### config.mk
export PLATFORM = sky130hd
export DESIGN_NAME = button_step_controller
export DESIGN_NICKNAME = d
export VERILOG_FILES = /design/src/rtl/button_step_controller_pkg.sv /design/src/rtl/button_step_controller_sync_2ff.sv /design/src/rtl/button_step_controller.sv
export SDC_FILE = /design/constraint.sdc
export NUM_CORES = 1
export LEC_CHECK = 0
export CAP_MARGIN = 20
export CORE_UTILIZATION = 40
export DETAILED_ROUTE_END_ITERATION = 8
export GPL_TIMING_DRIVEN = 0
export PLACE_DENSITY = 0.6
export RECOVER_POWER = 100
export SLEW_MARGIN = 20
export SYNTH_ARGS = -nofsm -noshare
export SYNTH_HDL_FRONTEND = slang
export SYNTH_HIERARCHICAL = 1
export SYNTH_SLANG_ARGS = --single-unit
### constraint.sdc
create_clock -name clk -period 4.1 [get_ports clk]
set_clock_uncertainty 0.05 [all_clocks]
set_input_delay 0.41 -clock clk [delete_from_list [all_inputs] [get_ports clk]]
set_output_delay 0.41 -clock clk [all_outputs]
set_load 0.03 [all_outputs]
### src/rtl/button_step_controller_pkg.sv
// Shared state codes for the button step controller and its debug port.
// The state_dbg output exposes these encodings directly.
package button_step_controller_pkg;

  typedef enum logic [2:0] {
    ST_IDLE    = 3'd0,
    ST_ARM     = 3'd1,
    ST_HELD    = 3'd2,
    ST_REPEAT  = 3'd3,
    ST_RELEASE = 3'd4
  } state_e;

  // Debounced level is asserted once a press has been accepted until the release is confirmed.
  function automatic logic state_is_pressed(input state_e s);
    return (s == ST_HELD) || (s == ST_REPEAT) || (s == ST_RELEASE);
  endfunction

endpackage

### src/rtl/button_step_controller_sync_2ff.sv
// Two-flop synchroniser for an asynchronous level input; two-cycle latency.
// Shared by every button pin, async active-high reset clears both stages to 0.
module sync_2ff (
  input  logic clk,
  input  logic rst,
  input  logic d,
  output logic q
);

  logic meta_q, meta_d;
  logic sync_q, sync_d;

  always_comb begin
    meta_d = d;
    sync_d = meta_q;
  end

  always_ff @(posedge clk or posedge rst) begin
    if (rst) begin
      meta_q <= 1'b0;
      sync_q <= 1'b0;
    end else begin
      meta_q <= meta_d;
      sync_q <= sync_d;
    end
  end

  assign q = sync_q;

endmodule

### src/rtl/button_step_controller.sv
// Debounces a raw push-button into one-cycle step pulses with optional auto-repeat.
// First step appears DEBOUNCE_CYCLES+2 edges after the press is first sampled.
module button_step_controller
  import button_step_controller_pkg::*;
#(
  parameter int DEBOUNCE_CYCLES = 4,
  parameter int REPEAT_DELAY    = 10,
  parameter int REPEAT_PERIOD   = 3,
  parameter int TIMER_W         = 8
) (
  input  logic       clk,
  input  logic       reset,
  input  logic       btn_raw,
  input  logic       repeat_en,
  output logic       step,
  output logic       btn_level,
  output logic [2:0] state_dbg
);

  localparam logic [TIMER_W-1:0] DEB_LAST = TIMER_W'(DEBOUNCE_CYCLES - 1);
  localparam logic [TIMER_W-1:0] RD_LAST  = TIMER_W'(REPEAT_DELAY - 1);
  localparam logic [TIMER_W-1:0] RP_LAST  = TIMER_W'(REPEAT_PERIOD - 1);

  logic               btn_sync;
  state_e             state_q, state_d;
  logic [TIMER_W-1:0] timer_q, timer_d;
  logic               step_q, step_d;

  sync_2ff u_sync (
    .clk (clk),
    .rst (reset),
    .d   (btn_raw),
    .q   (btn_sync)
  );

  always_comb begin
    state_d = state_q;
    timer_d = timer_q + TIMER_W'(1);
    step_d  = 1'b0;
    case (state_q)
      ST_IDLE: begin
        if (btn_sync) state_d = ST_ARM;
      end
      ST_ARM: begin
        if (!btn_sync) begin
          state_d = ST_IDLE;
        end else if (timer_q == DEB_LAST) begin
          state_d = ST_HELD;
          step_d  = 1'b1;
        end
      end
      ST_HELD: begin
        if (!btn_sync) begin
          state_d = ST_RELEASE;
        end else if (repeat_en && (timer_q == RD_LAST)) begin
          state_d = ST_REPEAT;
          step_d  = 1'b1;
        end
      end
      ST_REPEAT: begin
        // Release outranks repeat_en, which outranks the period tick.
        if (!btn_sync) begin
          state_d = ST_RELEASE;
        end else if (!repeat_en) begin
          state_d = ST_HELD;
        end else if (timer_q == RP_LAST) begin
          step_d  = 1'b1;
          timer_d = '0;
        end
      end
      ST_RELEASE: begin
        if (btn_sync) begin
          timer_d = '0;
        end else if (timer_q == DEB_LAST) begin
          state_d = ST_IDLE;
        end
      end
      default: state_d = ST_IDLE;
    endcase
    if (state_d != state_q) timer_d = '0;
  end

  always_ff @(posedge clk or posedge reset) begin
    if (reset) begin
      state_q <= ST_IDLE;
      timer_q <= '0;
      step_q  <= 1'b0;
    end else begin
      state_q <= state_d;
      timer_q <= timer_d;
      step_q  <= step_d;
    end
  end

  assign step      = step_q;
  assign btn_level = state_is_pressed(state_q);
  assign state_dbg = state_q;

endmodule

# == Yosys cells after proc, flatten, opt, wreduce, memory -nomap -nowiden ==
# Cells that the tools add are included.
# word_totals
reg_bits,14
input_bits,4
output_inout_bits,5
# op_classes
add_sub_neg,1
n_eq_ne,8
mux,24
reduce_logical,4
# op_table
op,n
$mux 8,5
$mux 3,9
$eq 8x2->1 const B,2
$pmux 8 s2,1
$pmux 3 s5,1
$add 8x1->8 const B,1
$eq 8x4->1 const B,1
$mux 1,7
$eq 3x2->1 const B,2
$eq 3x1->1 const B,1
$eq 3x3->1 const B,1
$logic_not 3->1,1
$ne 3x3->1,1
$pmux 1 s3,1
$logic_or 1x1->1,2
$logic_and 1x1->1,1

# == Depth between registers and ports, before layout ==
# Gate-level depths: netlist of run 1.
# logic_depth
ltp_word,7
mapped_depth,6

# == Modules after synthesis ==
# The synthesis of run 1 kept the hierarchy.
# by_module_without_submodules
module,instances,cells_each,area_each_um2
button_step_controller,1,77,753.2
sync_2ff,1,3,53.8

# == Least setup slack after synthesis of run 1 ==
# Ideal clock, no wire load.
# synth_path
path_type,flip-flop to flip-flop
startpoint,reg state_q[1] (netlist: state_dbg[1])
endpoint,reg timer_q[0]
setup_ns,0.094
arrival_time_ns,1.682
t_required_ns,3.956
slack_ns,2.274
path_stages_with_launch,6
synth_period_minus_slack_ns,1.826
cell_sequence,dfrtp_1 -> clkbuf_1 -> or2b_1 -> nor4_4 -> o21ai_2 -> a211oi_1
# synth_via
elab_chain_len,5
word_cells_on_any_way,18
cone_classes,5 x eq/ne; 12 x mux; 1 x reduce/logical
# synth_lines
element,line_no,rtl
start: declaration,button_step_controller.sv:25,"state_e state_q, state_d;"
start signal: assignment,button_step_controller.sv:89,state_q <= state_d;
$mux 3 (on tied branches) (2 in series),--,
$pmux 3 s5,button_step_controller.sv:40,case (state_q)
$ne 3x3->1,button_step_controller.sv:80,if (state_d != state_q) timer_d = '0;
$mux 8 *,button_step_controller.sv:80,
net timer_d[0],button_step_controller.sv:26,"logic [TIMER_W-1:0] timer_q, timer_d;"
end signal: assignment,button_step_controller.sv:90,timer_q <= timer_d;
end: declaration,button_step_controller.sv:26,
# Mark *: on every way through the listed nets, which the timed path passes. The rest lies on a longest branch.

# == Final worst setup path of run 1 ==
# layout_path
startpoint,reg state_q[1] (netlist: state_dbg[1])
endpoint,out btn_level
# layout_via
elab_chain_len,3
word_cells_on_any_way,5
cone_classes,3 x eq/ne; 2 x reduce/logical
# layout_lines
element,line_no,rtl
$eq 3x2->1,button_step_controller_pkg.sv:15,return (s == ST_HELD) || (s == ST_REPEAT) || (s == ST_RELEASE);
$logic_or 1x1->1,button_step_controller_pkg.sv:15,
$logic_or 1x1->1 *,button_step_controller_pkg.sv:15,
end: declaration,button_step_controller.sv:16,"output logic btn_level,"
# Every way passes the cells marked *; elsewhere a longest branch is shown, timed or not.

==> out/results.tsv, run 1 <==
metric	value	unit
synth_edf_count	0	
synth_compound_area_share	18.6	%
synthToLayoutAreaGrowth	17.8	%
synth-main-ff-cell	dfrtp_1	
yosysWarnings	6	
synth_most_common_cell	dfrtp_1	
fp.dieW	46.9	um
rr_startpoint	timer_q[5]	
synth.mux.area_fraction	1.24	%
grt_pass1_wl	2490	um
dr.pass1.iters	4	
drv_cap	0	
cts_hold_buffers	0	
antenna_found_initial	0	
die_area	0.00220	mm^2
insertedDiodeCount	0	
min_period	2.59	ns
drt-total-wl	1480	um
finalSetupViolCount	0	
hold_class	flop to flop	
power_density	416	mW/mm^2
hpwl	1110	um
clock-root-buffer	clkbuf_4	
cp_num_cells	4	
drive_gt1_share	8.70	%
nets	100	
hold_start	u_sync/meta_q	
cts_num_sinks	14	
fin_crit_sh	63.2	%
required	3.64	ns
cp_cell_sequence	clkbuf_1 -> or2b_1 -> nand2_1 -> dlygate4sd3_1	
slew_violations	0	
grt_max_degree	13	
pre_cts_slack	1.88	ns
synth_area_per_cell	10.1	um^2
synthXorXnorAreaFrac	6.51	%
cts_buffer_depth	2	
syn-instance-count	80	
async_flop_share	100	%
synth_area	807	um^2
crit_path_start	state_dbg[1]	
rsz0062_at_grt	false	
synthAdderAreaFrac	4.65	%
synth_top_family_by_area	simple AND/OR/NAND/NOR gates	
synth_nets	87	
grt_pass1_vias	562	
crit_arrival	2.13	ns
rows	15	
critPathKind	flop to primary output	
seq_area_frac_synth	43.4	%
cpMaxStageDelayCell	dlygate4sd3_1	
max_freq	386	MHz
cts_setup_buffers	0	
critical_path_buf_inv_count	2	
synth_area_leader_cell	dfrtp_1	
via_per_inst	5.43	
tns	0	ns
reg2reg_slack	2.08	ns
fin_ws	1.51	ns
wl_per_cell	12.6	um
cpLargestDelayFamily	buffers and inverters	
synth-simple-area-share	21.9	%
start_util	44.8	%
synth_cell_types	32	
fill_cells	186	
synth_area_leaders	dfrtp_1 43%, nand3_1 5.0%, ha_1 4.7%	
run_status	finished clean	
cts_made_buffers	3	
crit_fanout	9	
clk_latency	0.27	ns
max_stage_delay	0.73	ns
cts-resized-gates	0	
vdd_drop_max	0.265	mV
synth_seq_cells	14	
portBuffers	8	
critPathLaunchType	flop	
slew_headroom	70.4	%
grt_usage	16.3	%
synth_common_cells	14 x dfrtp_1, 8 x nand3_1, 6 x a21oi_1, 6 x inv_1, 4 x xor2_1	
gp_congestion	0.790	
grt_overflow	0	
worst_pin_slew	0.443	ns
h-tree-depth	1	
drc	0	
leakage	0.433	nW
finalHoldViolCount	0	
core_area	0.00180	mm^2
reg2regPathDepth	4	
path_clk_slew	0.08	ns
num_vias	635	
synth_top_area_share	43.4	%
worstHoldEndpoint	u_sync/q	
tritoncts	done	
ant_nets	0	
reg2reg_to	timer_q[2]	
fp.dieH	46.9	um
ios	9	
min_path_cells	0	
critPathCaptureType	primary output	
dr.first_iter.drc_count	5	
-- sequential cells by signal (all words and copies together) (netlist names) --
name and flops:
u_sync/q 1, u_sync/meta_q 1, state_dbg 3, step 1, timer_q 8
-- metrics by stage --
stage / util [%] / instances / hold WS, ns / cell area [um^2] / power, W
floorplan: - / 80 / 0.101 / 807 / 0.000267
global placement: 51.0 / 113 / 0.290 / 918 / 0.000308
detailed placement: 51.0 / 113 / 0.294 / 918 / 0.000306
CTS: 53.0 / 117 / 0.239 / 955 / 0.000408
global route: 52.8 / 117 / 0.318 / 951 / 0.000423
finish: 52.8 / 117 / 0.311 / 951 / 0.000395
-- cell usage in the layout, fill, tap and decap left out, types with 3 or more instances in the layout --
cell type and instances:
dfrtp_1 14, nand3_1 8, dlygate4sd3_1 7, inv_1 6, a21oi_1 6, xor2_1 4
nor2_1 3, a21boi_0 3, and3_1 3, a211oi_1 3, ha_1 3, clkbuf_4 3
-- routing by layer --
metal	GRT usage (%)	share of wire, %	vias to the layer above
met4	8.57	0.81	0
met5	0	0	-
li1	-	-	320
met1	23.9	51	299
met3	2.31	2.8	2
met2	23.3	45	14
-- worst max path at each step --
stage / end / slack [ns]
6_report: btn_level / 1.51
5_1_grt: btn_level / 1.39
4_1_cts: btn_level / 1.56
3_5_place_dp: btn_level / 1.88
3_3_place_gp: btn_level / 1.89
2_1_floorplan: timer_q[0] / 2.27
-- cell families after synthesis --
logic type                 Yosys count
AOI/OAI and AO/OA                   21
DFF                                 14
xor gates and xnor gates             6
buffers and inverters                8
and+or+nand+nor                     27
adders and majority gates            3
muxes                                1
-- power by group --
part | leakage, nW | total [W] | internal [W] | switching [W]
Combinational | 0.225 | 0.000125 | 0.0000486 | 0.0000763
Clock | 0.0210 | 0.0000970 | 0.0000540 | 0.0000431
Sequential | 0.187 | 0.000173 | 0.000153 | 0.0000200
Total | 0.433 | 0.000395 | 0.000256 | 0.000139
-- area by class of cell --
| cell class | count | area [um^2] | share of cell area, % |
|---|---|---|---|
| Inverter | 6 | 22.5 | 2.37 |
| Sequential cell | 14 | 350 | 36.8 |
| Clock buffer | 4 | 36.3 | 3.82 |
| Multi-Input combinational cell | 58 | 423 | 44.5 |
| Buffer | 2 | 7.51 | 0.789 |
| Timing Repair Buffer | 8 | 80.1 | 8.42 |
| Tap cell | 25 | 31.3 | 3.29 |
(Power assumes the default switching activity.)
==> run 2: changes to the inputs <==
==> constraint.sdc (replaced) <==
create_clock -name clk -period 2.51 [get_ports clk]
set_clock_uncertainty 0.05 [all_clocks]
set_input_delay 0.251 -clock clk [delete_from_list [all_inputs] [get_ports clk]]
set_output_delay 0.251 -clock clk [all_outputs]
set_load 0.03 [all_outputs]
==> run 2 against run 1 <==
  * Worst setup slack worse by 1.4 ns
  * Power increased by 64%
  * Flip-flop and latch count stayed put
  * Critical path type unchanged
  * Hold slack lost 0.089 ns
  * Via count stayed put
  * Sequential power is 64% higher
  * Largest power group unchanged
  * Routed wire length unchanged
  * Global-route usage did not move
  * Critical path depth did not move
  * Count of clock-buffer cells in the layout unchanged
  * Design area is the same
==> out/results.tsv, run 2 (synthesis gave the netlist of run 1 again) <==
metric	value	unit
run_status	finished clean	
tns	0	ns
antenna_found_initial	0	
drc	0	
num_vias	635	
critPathLaunchType	flop	
grt_max_degree	13	
required	2.21	ns
dr.first_iter.drc_count	5	
worst_pin_slew	0.443	ns
synthToLayoutAreaGrowth	17.8	%
grt_pass1_wl	2490	um
grt_overflow	0	
crit_arrival	2.07	ns
drv_cap	0	
reg2regPathDepth	4	
drt-total-wl	1480	um
insertedDiodeCount	0	
slew_headroom	70.4	%
fp.dieH	46.9	um
min_period	2.37	ns
rsz0062_at_grt	false	
tritoncts	done	
cts_hold_buffers	0	
cts_buffer_depth	2	
cts_setup_buffers	0	
portBuffers	8	
max_freq	423	MHz
wl_per_cell	12.6	um
regMostFlops	timer_q	
finalHoldViolCount	0	
utilization	52.8	%
hpwl	1110	um
cts_num_sinks	14	
vdd_drop_max	0.435	mV
grt_pass1_vias	562	
reg2reg_to	timer_q[2]	
critPathKind	flop to primary output	
dr.pass1.iters	4	
reg2reg_slack	0.49	ns
die_area	0.00220	mm^2
fin_crit_sh	94.3	%
ant_nets	0	
critPathCaptureType	primary output	
hold_class	input port to async pin	
power_density	680	mW/mm^2
h-tree-depth	1	
cts_made_buffers	3	
core_area	0.00180	mm^2
via_per_inst	5.43	
fp.dieW	46.9	um
layout_commonest_cell	dfrtp_1	
drive_gt1_share	8.70	%
start_util	44.8	%
largest_reg_flops	8	
clock-root-buffer	clkbuf_4	
slew_violations	0	
layout_common_cells	14 x dfrtp_1, 8 x nand3_1, 6 x inv_1, 6 x a21oi_1, 6 x dlygate4sd3_1	
ios	9	
rr_startpoint	timer_q[5]	
clk_latency	0.27	ns
cts-resized-gates	0	
rows	15	
gp_congestion	0.790	
finalSetupViolCount	0	
crit_fanout	9	
leakage	0.430	nW
path_clk_slew	0.08	ns
grt_usage	16.3	%
nets	100	
[run 2: cell count changes in the layout (fill, tap and decap cells not counted), sizes merged]
| cell | previous run | this run |
|---|---|---|
| clkdlybuf4s50 | 1 | 2 |
| dlygate4sd3 | 7 | 6 |
[run 2: power breakdown]
group | internal, W | total (W) | leakage, nW | switching, W
sequential | 0.000251 | 0.000283 | 0.187 | 0.0000326
combinational | 0.0000803 | 0.000205 | 0.222 | 0.000125
clock | 0.0000882 | 0.000159 | 0.0210 | 0.0000704
total | 0.000419 | 0.000647 | 0.430 | 0.000228
[run 2: cell type report]
cell class	count	area, um^2
inverters	6	22.5
repair buffers	8	80.1
well taps	25	31.3
multi-input cells	58	423
fillers	186	851
plain buffers	2	7.51
clock buffers	4	36.3
flip-flops and latches	14	350
[run 2: routing by layer]
layer  up-vias  GRT usage (%)  wire [um]
li1        320              -          -
met1       299           23.9        757
met2        14           23.3        667
met3         2           2.31         41
met4         0           8.57         12
met5         -              0          0
[run 2: metrics by stage]
| step | setup WS [ns] | hold slack, ns | area, um^2 | total power, W | instances |
|---|---|---|---|---|---|
| finish | 0.144 | 0.222 | 951 | 0.000647 | 117 |
| global route | 0.0354 | 0.230 | 951 | 0.000691 | 117 |
| CTS | 0.130 | 0.0800 | 955 | 0.000666 | 117 |
| detailed placement | 0.451 | 0.294 | 918 | 0.000500 | 113 |
| global placement | 0.457 | 0.290 | 918 | 0.000503 | 113 |
| floorplan | 0.684 | -0.0578 | 807 | 0.000436 | 80 |
[run 2: worst max-delay path by stage]
stage | startpoint | end | cells past startpoint | slack (ns)
global route | state_dbg[1] | btn_level | 4 | 0.04
detailed placement | state_dbg[1] | btn_level | 4 | 0.45
global placement | state_dbg[1] | btn_level | 4 | 0.46
finish | state_dbg[1] | btn_level | 4 | 0.14
floorplan | state_dbg[1] | timer_q[0] | 5 | 0.68
CTS | state_dbg[1] | btn_level | 4 | 0.13
[run 2: worst max-delay path, stage by stage, from the launching register on]
cell             delay (ns)
dfrtp_1                0.35
clkbuf_1               0.28
or2b_1                 0.39
nand2_1                0.11
clkdlybuf4s50_1        0.66
